[config.mk]
export PLATFORM = sky130hd
export DESIGN_NAME = famicom_pad_responder
export DESIGN_NICKNAME = d
export VERILOG_FILES = /design/src/rtl/famicom_pad_responder.sv
export SDC_FILE = /design/constraint.sdc
export NUM_CORES = 1
export LEC_CHECK = 0
export BUFFER_PORTS_ARGS = -buffer_cell sky130_fd_sc_hd__buf_2
export CAP_MARGIN = 10
export CORE_ASPECT_RATIO = 0.9
export CORE_MARGIN = 8
export CORE_UTILIZATION = 53
export CTS_BUF_LIST = sky130_fd_sc_hd__clkbuf_16
export DETAILED_ROUTE_END_ITERATION = 8
export PLACE_DENSITY = 0.8
export SETUP_SLACK_MARGIN = 0.02
export SLEW_MARGIN = 10
export SYNTH_ARGS = -nofsm -noshare
export SYNTH_HDL_FRONTEND = slang
export SYNTH_SLANG_ARGS = --single-unit
[constraint.sdc]
create_clock -name clk_sys -period 2.42 [get_ports clk_sys]
set_clock_uncertainty 0.2 [all_clocks]
set_input_delay 0.484 -clock clk_sys [delete_from_list [all_inputs] [get_ports clk_sys]]
set_output_delay 0.484 -clock clk_sys [all_outputs]
set_load 0.01 [all_outputs]
[src/rtl/famicom_pad_responder.sv]
// Famicom game-pad responder: answers the shell's latch/pulse strobes with the 4021-style
// active-low serial button stream. Optional turbo A/B is enabled with `define FAMICOM_TURBO_EN.
module famicom_pad_responder #(
    parameter int SYNC_STAGES = 2,
    parameter int TURBO_DIV   = 4
) (
    input  logic       clk_sys,
    input  logic       reset_n,
    input  logic [7:0] joystick,
    input  logic       turbo_a,
    input  logic       turbo_b,
    input  logic       famicom_latch,
    input  logic       famicom_pulse,
    output logic       famicom_data,
    output logic       poll_strobe,
    output logic [3:0] shift_count
);

    logic [SYNC_STAGES-1:0] latch_sync;
    logic [SYNC_STAGES-1:0] pulse_sync;
    logic                   latch_prev;
    logic                   pulse_prev;
    logic                   latch_s;
    logic                   pulse_s;
    logic                   pulse_rise;
    logic [7:0]             sr;
    logic [7:0]             load_val;
    logic                   a_eff;
    logic                   b_eff;

    assign latch_s    = latch_sync[SYNC_STAGES-1];
    assign pulse_s    = pulse_sync[SYNC_STAGES-1];
    assign pulse_rise = pulse_s & ~pulse_prev;

`ifdef FAMICOM_TURBO_EN
    logic [15:0] poll_cnt;
    logic        turbo_phase;

    // Phase advances once every TURBO_DIV completed polls, so turbo buttons blink per poll group.
    always_ff @(posedge clk_sys) begin
        if (!reset_n) begin
            poll_cnt    <= 16'd0;
            turbo_phase <= 1'b0;
        end else if (poll_strobe) begin
            if (poll_cnt == 16'(TURBO_DIV - 1)) begin
                poll_cnt    <= 16'd0;
                turbo_phase <= ~turbo_phase;
            end else begin
                poll_cnt <= poll_cnt + 16'd1;
            end
        end
    end

    assign a_eff = joystick[4] | (turbo_a & turbo_phase);
    assign b_eff = joystick[5] | (turbo_b & turbo_phase);
`else
    logic unused_turbo;

    assign unused_turbo = turbo_a ^ turbo_b;
    assign a_eff        = joystick[4];
    assign b_eff        = joystick[5];
`endif

    // Serial order is A, B, select, start, up, down, left, right; 0 means pressed.
    assign load_val = ~{a_eff, b_eff, joystick[6], joystick[7],
                        joystick[3], joystick[2], joystick[1], joystick[0]};

    always_ff @(posedge clk_sys) begin
        if (!reset_n) begin
            latch_sync  <= '0;
            pulse_sync  <= '0;
            latch_prev  <= 1'b0;
            pulse_prev  <= 1'b0;
            poll_strobe <= 1'b0;
            sr          <= 8'hFF;
            shift_count <= 4'd0;
        end else begin
            latch_sync  <= {latch_sync[SYNC_STAGES-2:0], famicom_latch};
            pulse_sync  <= {pulse_sync[SYNC_STAGES-2:0], famicom_pulse};
            latch_prev  <= latch_s;
            pulse_prev  <= pulse_s;
            poll_strobe <= latch_prev & ~latch_s;
            // A held latch reloads every cycle and swallows any pulse edge.
            if (latch_s) begin
                sr          <= load_val;
                shift_count <= 4'd0;
            end else if (pulse_rise) begin
                sr <= {sr[6:0], 1'b1};
                if (shift_count != 4'd8) begin
                    shift_count <= shift_count + 4'd1;
                end
            end
        end
    end

    assign famicom_data = sr[7];

endmodule

==> impl_results.md <==
* Status: finished clean
* Post-DP HPWL at 1040 µm
* Total Power at 716 µW
* Crit path DAT at 1.60 ns
* Starting Density at 55.7%
* Leak pwr at 0.000408 µW
* Fraction of layout instances using a drive strength above 1 at 20.0%
* Largest net degree at the start of global routing at 22
* Vias in the first global route at 640
* TNS Setup at 0 ns
* Mux cell area share after synthesis at 0%
* Avg Inst Size Synth at 9.50 µm²
* Relative slew margins at 63.1%
* Post-synthesis instance area at 788 µm²
* Port Buffers at 17
* Post-Synth Simple-Gate Area at 30.0%
* Core area at 0.00142 mm²
* Crit path required time at 2.40 ns
* Residual DRC at 0
* Hold path depth at 1
* Detailed Routing Iterations Pass 1 at 6
* Crit path kind: reg2reg
* Die Ht at 52.6 µm
* Grt ovf at 0
* Max cap viols at 0
* Seq cells post-synth at 19
* Post-synthesis cell count at 83
* H-tree levels at 1
* Unrepaired setup endpoints after global routing: no
* Final Cycle Share at 67.0%
* Cts bufs inserted at 3
* DIE WIDTH at 56.7 µm
* F_max at 617 MHz
* Setup violations, final at 0
* Cell Pwr Density at 750 mW/mm²
* Clk slew on worst S/H paths at 0.05 ns
* Compound-cell area share of the yosys netlist at 15.1%
* GRT Util Overall at 10.3%
* Synth cell types at 19
* N_diodes at 0
* Pins Over Slew Limit at 0
* Post-layout util at 67.5%
* Adder-Cell Fraction of Synth Area at 3.17%
* Post-synthesis xor/xnor area fraction at 0%
* First-pass GRT wire length at 2530 µm
* IO Pins at 20
* Startpoint types: flop
* Setup WS pre-CTS at 0.833 ns
* Antenna viol nets, final at 0
* Register area share after synthesis at 48.3%
* Worst reg-to-reg path cell count at 5
* Root buffer cell: clkbuf_16
* Die ar. at 0.00298 mm²
* Num rows at 13
* CP Max Fanout at 6
* Max Buffers Root-to-Sink at 2
* Initial antenna violation count at 0
* Nets at 117
* Placer Congestion at 0.782
* WL/cell at 12.6 µm
* Final hold violation count at 0
* Routed wire length at 1450 µm
* Peak supply drop at 0.567 mV
* YS warnings at 0
* Hold-fix buffers, CTS at 0
* TritonCTS Sinks at 19
* Final WS setup at 0.798 ns
* Initial DRC count at 10
* Setup crit end kind: flop
* Largest family of logic cells by synthesized area: simple AND/OR/NAND/NOR gates
* Clock Latency Late Sink at 0.24 ns
* Worst Hold Class: reg2reg
* Synthesis-to-finish area growth at 21.1%
* Worst Max-Slew Pin Slew at 0.553 ns
* Via/cell ratio at 5.58
* Routed vias at 642
* Crit path time final at 1.62 ns
* Post-CTS Setup Repair Bufs at 0
* CTS tree: done
* Post-CTS Resized at 0
* Post-synth net total at 99
synthesized netlist by cell type:
cell / number / area (µm²)
nand3b_1: 4 / 30.0
nor2b_1: 2 / 12.5
and2_1: 7 / 43.8
or3_1: 2 / 12.5
nand2b_1: 16 / 100
o2111ai_1: 7 / 61.3
or2b_1: 1 / 7.51
nand2_1: 3 / 11.3
clkbuf_1: 3 / 11.3
buf_2: 1 / 5.00
o211ai_1: 1 / 7.51
o21ai_0: 3 / 15.0
a21oi_1: 4 / 20.0
and3b_1: 1 / 8.76
nand3_1: 2 / 10.0
o31ai_1: 2 / 15.0
inv_1: 3 / 11.3
dfxtp_1: 19 / 380
ha_1: 2 / 25.0
placed cells by master (no fill, tap or decap):
master,instances
nand3b_1,4
inv_1,4
nor2b_1,2
o21ai_0,3
o31ai_1,2
clkbuf_16,3
a21oi_1,4
and2_1,7
nand3_1,2
nand2b_1,16
dfxtp_1,19
and3b_1,1
or3_1,2
buf_2,17
or2b_1,1
nand2_1,3
o2111ai_1,7
o211ai_1,1
ha_1,2
where the power goes:
group / switching [µW] / internal [µW] / leakage, µW
Sequential: 8.73 / 328 / 0.000156
Clock: 108 / 219 / 0.0000423
Combinational: 25.1 / 26.9 / 0.000210
Total: 142 / 574 / 0.000408
layer usage:
| layer | track usage, % | wire (µm) |
|---|---|---|
| met1 | 11.7 | 658 |
| met2 | 16.6 | 686 |
| met3 | 4.13 | 83 |
| met4 | 4.80 | 23 |
| met5 | 0 | 0 |
registers in the layout (all words and copies together), names as in the netlist:
register and count:
latch_prev 1, latch_sync 2, pulse_prev 1, poll_strobe 1, shift_count 4, pulse_sync 2
sr 8
cell type report:
cell class	instances	area (µm²)
clock buffer	3	75.1
clock inverter	1	3.75
fill	136	460
inverter	3	11.3
multi-input combinational	57	380
sequential	19	380
tap	15	18.8
timing repair buffer	17	85.1
metrics by stage:
| step | hold slack (ns) | area, µm² | std cells |
|---|---|---|---|
| 3_5_place_dp | 0.230 | 876 | 111 |
| 3_3_place_gp | 0.208 | 876 | 111 |
| 5_1_grt | 0.252 | 955 | 115 |
| 4_1_cts | 0.241 | 955 | 115 |
| 6_report | 0.240 | 955 | 115 |
| 2_1_floorplan | 0.206 | 788 | 83 |
path summary, 6_finish.rpt:
check	to	startpoint	slack, ns
worst min-delay path	latch_sync[1]	latch_sync[0]	0.24
worst max register to register	shift_count[0]	shift_count[0]	0.80
worst max-delay path	shift_count[0]	shift_count[0]	0.80
worst min register to register	latch_sync[1]	latch_sync[0]	0.24
critical path, stage by stage (launching register included):
cell	delay (ns)
dfxtp_1	0.40
inv_1	0.07
ha_1	0.21
and3b_1	0.21
or3_1	0.31
a21oi_1	0.15
cell families after synthesis:
family,count (synthesis)
compound gates,17
simple gates,38
fa+ha+maj,2
buf+inv,7
flops,19
(Power assumes the default switching activity.)
